==> src/rtl/mc_controller_pkg.sv <==
// Shared encodings for the multi-cycle MIPS controller: FSM state codes,
// datapath select encodings, opcode/funct constants and the bit positions
// of the one-hot instruction class vector produced by instr_decode.
package mc_controller_pkg;

  typedef enum logic [2:0] {
    ST_FETCH  = 3'd0,
    ST_DECODE = 3'd1,
    ST_EXEC   = 3'd2,
    ST_MEM    = 3'd3,
    ST_WB     = 3'd4
  } state_e;

  // Next-PC select, shared with the fetch unit's PC mux
  localparam logic [2:0] PCSRC_PC4    = 3'd0;
  localparam logic [2:0] PCSRC_BRANCH = 3'd1;
  localparam logic [2:0] PCSRC_JUMP   = 3'd2;
  localparam logic [2:0] PCSRC_REG    = 3'd3;

  localparam logic [1:0] REGDST_RT = 2'd0;
  localparam logic [1:0] REGDST_RD = 2'd1;
  localparam logic [1:0] REGDST_RA = 2'd2;

  localparam logic [1:0] WDSRC_ALU = 2'd0;
  localparam logic [1:0] WDSRC_DM  = 2'd1;
  localparam logic [1:0] WDSRC_PC4 = 2'd2;

  localparam logic [1:0] EXT_ZERO = 2'd0;
  localparam logic [1:0] EXT_SIGN = 2'd1;
  localparam logic [1:0] EXT_LUI  = 2'd2;

  localparam logic [2:0] ALU_ADD = 3'd0;
  localparam logic [2:0] ALU_SUB = 3'd1;
  localparam logic [2:0] ALU_OR  = 3'd2;

  localparam logic [5:0] OP_RTYPE = 6'b000000;
  localparam logic [5:0] OP_ORI   = 6'b001101;
  localparam logic [5:0] OP_LUI   = 6'b001111;
  localparam logic [5:0] OP_LW    = 6'b100011;
  localparam logic [5:0] OP_SW    = 6'b101011;
  localparam logic [5:0] OP_BEQ   = 6'b000100;
  localparam logic [5:0] OP_J     = 6'b000010;
  localparam logic [5:0] OP_JAL   = 6'b000011;

  localparam logic [5:0] FN_ADDU = 6'b100001;
  localparam logic [5:0] FN_SUBU = 6'b100011;
  localparam logic [5:0] FN_JR   = 6'b001000;

  // Bit positions inside the one-hot instruction class vector
  localparam int unsigned CLS_ADDU  = 0;
  localparam int unsigned CLS_SUBU  = 1;
  localparam int unsigned CLS_ORI   = 2;
  localparam int unsigned CLS_LUI   = 3;
  localparam int unsigned CLS_LW    = 4;
  localparam int unsigned CLS_SW    = 5;
  localparam int unsigned CLS_BEQ   = 6;
  localparam int unsigned CLS_J     = 7;
  localparam int unsigned CLS_JAL   = 8;
  localparam int unsigned CLS_JR    = 9;
  localparam int unsigned CLS_OTHER = 10;
  localparam int unsigned CLS_W     = 11;

endpackage

==> src/rtl/mc_controller_instr_decode.sv <==
// Combinational instruction classifier: maps the 32-bit instruction word to
// exactly one class bit. Anything not recognised (nop included) lands in
// CLS_OTHER so the FSM can retire it as a plain PC+4 step.
module instr_decode
  import mc_controller_pkg::*;
(
  input  logic [31:0]      i_instr,
  output logic [CLS_W-1:0] o_class
);

  logic [5:0] w_op;
  logic [5:0] w_funct;
  logic       w_unused_fields;

  assign w_op            = i_instr[31:26];
  assign w_funct         = i_instr[5:0];
  // Register/immediate fields do not affect classification
  assign w_unused_fields = ^i_instr[25:6];

  // Classify on opcode, and on funct for R-type
  always_comb begin
    o_class = {CLS_W{1'b0}};
    case (w_op)
      OP_RTYPE: begin
        case (w_funct)
          FN_ADDU: o_class[CLS_ADDU]  = 1'b1;
          FN_SUBU: o_class[CLS_SUBU]  = 1'b1;
          FN_JR:   o_class[CLS_JR]    = 1'b1;
          default: o_class[CLS_OTHER] = 1'b1;
        endcase
      end
      OP_ORI:  o_class[CLS_ORI]   = 1'b1;
      OP_LUI:  o_class[CLS_LUI]   = 1'b1;
      OP_LW:   o_class[CLS_LW]    = 1'b1;
      OP_SW:   o_class[CLS_SW]    = 1'b1;
      OP_BEQ:  o_class[CLS_BEQ]   = 1'b1;
      OP_J:    o_class[CLS_J]     = 1'b1;
      OP_JAL:  o_class[CLS_JAL]   = 1'b1;
      default: o_class[CLS_OTHER] = 1'b1;
    endcase
  end

endmodule

==> src/rtl/mc_controller.sv <==
// Multi-cycle MIPS-subset controller. The state register is the only
// storage; every control output is a function of the current state and the
// held instruction (plus Zero for the beq PC select), so a reset that forces
// FETCH immediately silences every write enable of an interrupted instruction.
module mc_controller
  import mc_controller_pkg::*;
(
  input  logic        clk,
  input  logic        rst,
  input  logic [31:0] Instr,
  input  logic        Zero,
  output logic [2:0]  PCSrc,
  output logic        PCWrite,
  output logic        IRWrite,
  output logic        RegWrite,
  output logic [1:0]  RegDst,
  output logic [1:0]  WDSrc,
  output logic        MemWrite,
  output logic        ALUSrcB,
  output logic [1:0]  ExtOp,
  output logic [2:0]  ALUCtrl,
  output logic [2:0]  State
);

  state_e           r_state;
  logic [CLS_W-1:0] w_class;
  logic             w_two_cycle;

  instr_decode u_instr_decode (
    .i_instr (Instr),
    .o_class (w_class)
  );

  // Jumps and unrecognised encodings finish in DECODE
  assign w_two_cycle = w_class[CLS_J] | w_class[CLS_JAL] |
                       w_class[CLS_JR] | w_class[CLS_OTHER];

  assign State = r_state;

  // State register: reset forces FETCH, illegal codes fall back to FETCH
  always_ff @(posedge clk) begin
    if (rst) begin
      r_state <= ST_FETCH;
    end else begin
      case (r_state)
        ST_FETCH:  r_state <= ST_DECODE;
        ST_DECODE: r_state <= w_two_cycle ? ST_FETCH : ST_EXEC;
        ST_EXEC: begin
          if (w_class[CLS_LW] | w_class[CLS_SW]) begin
            r_state <= ST_MEM;
          end else if (w_class[CLS_BEQ]) begin
            r_state <= ST_FETCH;
          end else begin
            r_state <= ST_WB;
          end
        end
        ST_MEM:    r_state <= w_class[CLS_LW] ? ST_WB : ST_FETCH;
        ST_WB:     r_state <= ST_FETCH;
        default:   r_state <= ST_FETCH;
      endcase
    end
  end

  // Per-state control outputs; anything not driven by the state stays 0
  always_comb begin
    PCSrc    = PCSRC_PC4;
    PCWrite  = 1'b0;
    IRWrite  = 1'b0;
    RegWrite = 1'b0;
    RegDst   = REGDST_RT;
    WDSrc    = WDSRC_ALU;
    MemWrite = 1'b0;
    ALUSrcB  = 1'b0;
    ExtOp    = EXT_ZERO;
    ALUCtrl  = ALU_ADD;
    case (r_state)
      ST_FETCH: begin
        IRWrite = 1'b1;
      end
      ST_DECODE: begin
        if (w_class[CLS_JAL]) begin
          RegWrite = 1'b1;
          RegDst   = REGDST_RA;
          WDSrc    = WDSRC_PC4;
          PCWrite  = 1'b1;
          PCSrc    = PCSRC_JUMP;
        end else if (w_class[CLS_J]) begin
          PCWrite  = 1'b1;
          PCSrc    = PCSRC_JUMP;
        end else if (w_class[CLS_JR]) begin
          PCWrite  = 1'b1;
          PCSrc    = PCSRC_REG;
        end else if (w_class[CLS_OTHER]) begin
          PCWrite  = 1'b1;
          PCSrc    = PCSRC_PC4;
        end else begin
          PCWrite  = 1'b0;
        end
      end
      ST_EXEC: begin
        if (w_class[CLS_SUBU] | w_class[CLS_BEQ]) begin
          ALUCtrl = ALU_SUB;
        end else if (w_class[CLS_ORI]) begin
          ALUCtrl = ALU_OR;
        end else begin
          ALUCtrl = ALU_ADD;
        end
        if (w_class[CLS_LW] | w_class[CLS_SW] | w_class[CLS_BEQ]) begin
          ExtOp = EXT_SIGN;
        end else if (w_class[CLS_LUI]) begin
          ExtOp = EXT_LUI;
        end else begin
          ExtOp = EXT_ZERO;
        end
        ALUSrcB = w_class[CLS_ORI] | w_class[CLS_LUI] |
                  w_class[CLS_LW]  | w_class[CLS_SW];
        if (w_class[CLS_BEQ]) begin
          PCWrite = 1'b1;
          PCSrc   = Zero ? PCSRC_BRANCH : PCSRC_PC4;
        end else begin
          PCWrite = 1'b0;
        end
      end
      ST_MEM: begin
        if (w_class[CLS_SW]) begin
          MemWrite = 1'b1;
          PCWrite  = 1'b1;
        end else begin
          MemWrite = 1'b0;
        end
      end
      ST_WB: begin
        RegWrite = 1'b1;
        PCWrite  = 1'b1;
        RegDst   = (w_class[CLS_ADDU] | w_class[CLS_SUBU]) ? REGDST_RD : REGDST_RT;
        WDSrc    = w_class[CLS_LW] ? WDSRC_DM : WDSRC_ALU;
      end
      default: begin
        IRWrite = 1'b0;
      end
    endcase
  end

endmodule
==> config.mk <==
export PLATFORM = sky130hd
export DESIGN_NAME = mc_controller
export DESIGN_NICKNAME = d
export VERILOG_FILES = /design/src/rtl/mc_controller_pkg.sv /design/src/rtl/mc_controller_instr_decode.sv /design/src/rtl/mc_controller.sv
export SDC_FILE = /design/constraint.sdc
export NUM_CORES = 1
export LEC_CHECK = 0
export CAP_MARGIN = 0
export CORE_MARGIN = 10
export CORE_UTILIZATION = 23
export CTS_CLUSTER_DIAMETER = 200
export DETAILED_ROUTE_END_ITERATION = 10
export HOLD_SLACK_MARGIN = 0.02
export PLACE_DENSITY = 0.72
export SLEW_MARGIN = 5
export SYNTH_ARGS = -nofsm -noshare
export SYNTH_HDL_FRONTEND = slang
export SYNTH_SLANG_ARGS = --single-unit
==> constraint.sdc <==
create_clock -name clk -period 1.3 [get_ports clk]
set_input_delay 0.13 -clock clk [delete_from_list [all_inputs] [get_ports clk]]
set_output_delay 0.13 -clock clk [all_outputs]
set_load 0.02 [all_outputs]
==> results of run 1 <==
cells by family (layout without fill, tap and decap cells):
family                 count (synthesis)  in the layout  synth area share
and+or+nand+nor                       45             45            0.5596
DFF                                    3              3            0.1330
AOI/OAI and AO/OA                     14             14            0.2078
buffers and inverters                  7             80           0.09141
other                                  1              2          0.008302
tightest hold or removal path, stage by stage:
cell,delay [ns]
buf_2,0.11
buf_4,0.18
or4_4,0.15
a21oi_2,0.04
metal layers:
| layer | GRT usage | vias to the layer above | wire length, um |
|---|---|---|---|
| met4 | 0.02406 | 0 | 129 |
| met3 | 0.04530 | 17 | 213 |
| li1 | - | 403 | - |
| met2 | 0.2722 | 46 | 1760 |
| met1 | 0.1108 | 400 | 1103 |
| met5 | 0 | - | 0 |
area by class of cell:
| cell class | count | area (um2) |
|---|---|---|
| timing repair buffer | 73 | 686.9 |
| multi-input combinational | 61 | 605.6 |
| fill | 115 | 369.1 |
| sequential | 3 | 68.82 |
| tap | 25 | 31.28 |
| clock buffer | 4 | 26.28 |
| inverter | 3 | 13.76 |
cells in the final DEF, fill, tap and decap left out, types with 3 or more instances in the layout:
cell | synthesis | final
buf_8 | 0 | 3
nor2_4 | 0 | 4
buf_4 | 4 | 34
clkdlybuf4s50_1 | 0 | 3
nor3_4 | 1 | 5
nand3_2 | 0 | 3
nand2_1 | 11 | 4
a21oi_2 | 0 | 3
buf_6 | 0 | 23
nor3_2 | 1 | 3
nand2_2 | 0 | 5
dlygate4sd2_1 | 0 | 6
clkbuf_4 | 0 | 3
worst min-delay path by stage:
stage | slack, ns | cells after the start | end | from
after floorplan | 0.19 | 1 | State[1]$_SDFF_PP0_ | rst
after global placement | 0.46 | 1 | State[0]$_SDFF_PP0_ | State[0]$_SDFF_PP0_
after detailed placement | 0.47 | 1 | State[0]$_SDFF_PP0_ | State[0]$_SDFF_PP0_
after CTS | 0.38 | 4 | State[1]$_SDFF_PP0_ | Instr[30]
after global routing | 0.43 | 4 | State[1]$_SDFF_PP0_ | Instr[30]
final | 0.41 | 4 | State[1]$_SDFF_PP0_ | Instr[30]
metrics by stage:
step                      instance area [um2]  instances
after floorplan                         551.8         71
after detailed placement                 1059        148
after global placement                   1059        148
after CTS                                1267        163
final                                    1433        169
after global routing                     1433        169
power by group through the flow:
| stage | Combinational, uW | Clock [uW] | Sequential (uW) |
|---|---|---|---|
| floorplan | 88.1 | 0 | 107 |
| detailed placement | 211 | 0 | 104 |
| CTS | 246 | 169 | 102 |
| finish | 311 | 170 | 104 |
| global route | 325 | 184 | 105 |
| global placement | 205 | 0 | 104 |
timing repair:
item	4_1_cts	5_1_grt
setup buffers	12	8
cloned	0	0
pin swaps	17	18
resized for setup	155	36
endpoints found under the setup margin	21	18
==> results.json, run 1 <==
{
  "synth_common_cells": "nand2_1 (11), nor3_1 (8), nor2_1 (7)",
  "intPower_uw": 373.6,
  "setup_ws_ns": -0.4441,
  "cp_num_buf_inv": 2,
  "hold_buffers": 0,
  "reg2regPathDepth": 6,
  "max_cap_violations": 0,
  "overflow": 0,
  "numCtsBuffers": 3,
  "syn2layout_area_growth_pct": 217.2,
  "setup_viol": 15,
  "crit_type": "in2out",
  "p_sw_frac": 0.3621,
  "power_switching_uw": 212.1,
  "finClkSkew_ns": 0.001533,
  "end_kind": "primary output",
  "cts_tree": "built",
  "num_rows": 15,
  "pre_cts_ws_ns": -1.170,
  "powerDensity_nw_per_um2": 408.9,
  "async_flop_share": 0,
  "ys_ff_latch": 3,
  "combPwrFrac": 0.531,
  "clkTransAtPathRegs_ns": 0.04,
  "final_util": 0.7951,
  "hold_slack_ns": 0.4100,
  "min_period_ns": 1.744,
  "fmax_mhz": 573.4,
  "p_total_uw": 585.7,
  "io_pins": 55,
  "violations": "negative setup slack",
  "leakage_uw": 0.0006414,
  "grt_pass1_wl_um": 4367,
  "cp_data_required_time_ns": 1.17,
  "critPathCapture": "PCWrite",
  "vias": 866,
  "crit_path_start_kind": "primary input",
  "diodes": 0,
  "grt_setup_unrepaired": "true",
  "peakVddDrop_uv": 225.2,
  "drive_gt1_frac": 0.7778,
  "synth_top_area_share": 0.1330,
  "drc": 0,
  "critical_path.top_delay_family": "simple AND/OR/NAND/NOR gates",
  "clk_latency_ns": 0.24,
  "htree_levels": 1,
  "cts-root-buf": "clkbuf_4",
  "avgSynthCellArea_um2": 6.453,
  "routed_wirelength_um": 3208,
  "crit_fanout": 2,
  "crit_start": "Instr[4]",
  "cp_num_cells": 7,
  "rr_endpoint": "State[1]$_SDFF_PP0_",
  "critPathMaxStageDelay_ns": 0.43,
  "outcome": "finished, violations left",
  "dieArea_um2": 4136,
  "r2r_start": "State[0]$_SDFF_PP0_",
  "final_hold_viol_count": 0,
  "regToRegSetupSlack_ns": -0.24,
  "ys.warnings.count": 0,
  "yosysMostFrequentCell": "nand2_1",
  "grtUsageTotal": 0.1290,
  "largest_register_ffs": 3,
  "grt_pass1_vias": 923,
  "numClockSinks": 3,
  "yosysSeqAreaShare": 0.1330,
  "synth.area.top_cells": "dfxtp_1 (13%), nand2_1 (9.1%), nor3_1 (8.9%)",
  "slowest_stage": "or3b_4",
  "cp_cell_sequence": "clkdlybuf4s15_1, nor2_2, and4b_1, nor3_2, o41ai_2, or3b_4, buf_6",
  "core_um2": 1802,
  "detailedPlacementHpwl_um": 1863,
  "p_clk_frac": 0.291,
  "netlist_area_um2": 451.7,
  "finalCritPeriodShare": 1.342,
  "dr.pass1.iters": 4,
  "ys.flop_type": "dfxtp_1",
  "cp.arrival_ns": 1.61,
  "min_path_type": "in2reg",
  "drtIter0Drc": 24,
  "die_w_um": 64.32,
  "clock_path_buffers": 2,
  "finalSetupTns_ns": -2.799,
  "ant_nets": 0,
  "seqPwrFrac": 0.178,
  "syn_inst": 70,
  "synth_edf_count": 0,
  "ys_types": 32,
  "gp_congestion": 0.8829,
  "via_per_inst": 5.124,
  "synth_area_leader_cell": "dfxtp_1",
  "io_buffers": 32,
  "antenna_found_initial": 0,
  "die_h_um": 64.32,
  "grt_max_degree": 8,
  "wire_per_inst_um": 18.98,
  "maxSlewViolCount": 0,
  "nNetsFinal": 180,
  "start_util": 0.2507
}
Note: power is estimated with default switching activity, not from simulation.
==> inputs of run 2 (changes only) <==
Settings changed: SLEW_MARGIN 5 to unset.
==> results of run 2 <==
The final DEF is identical to that of run 1; final timing and power are the same.
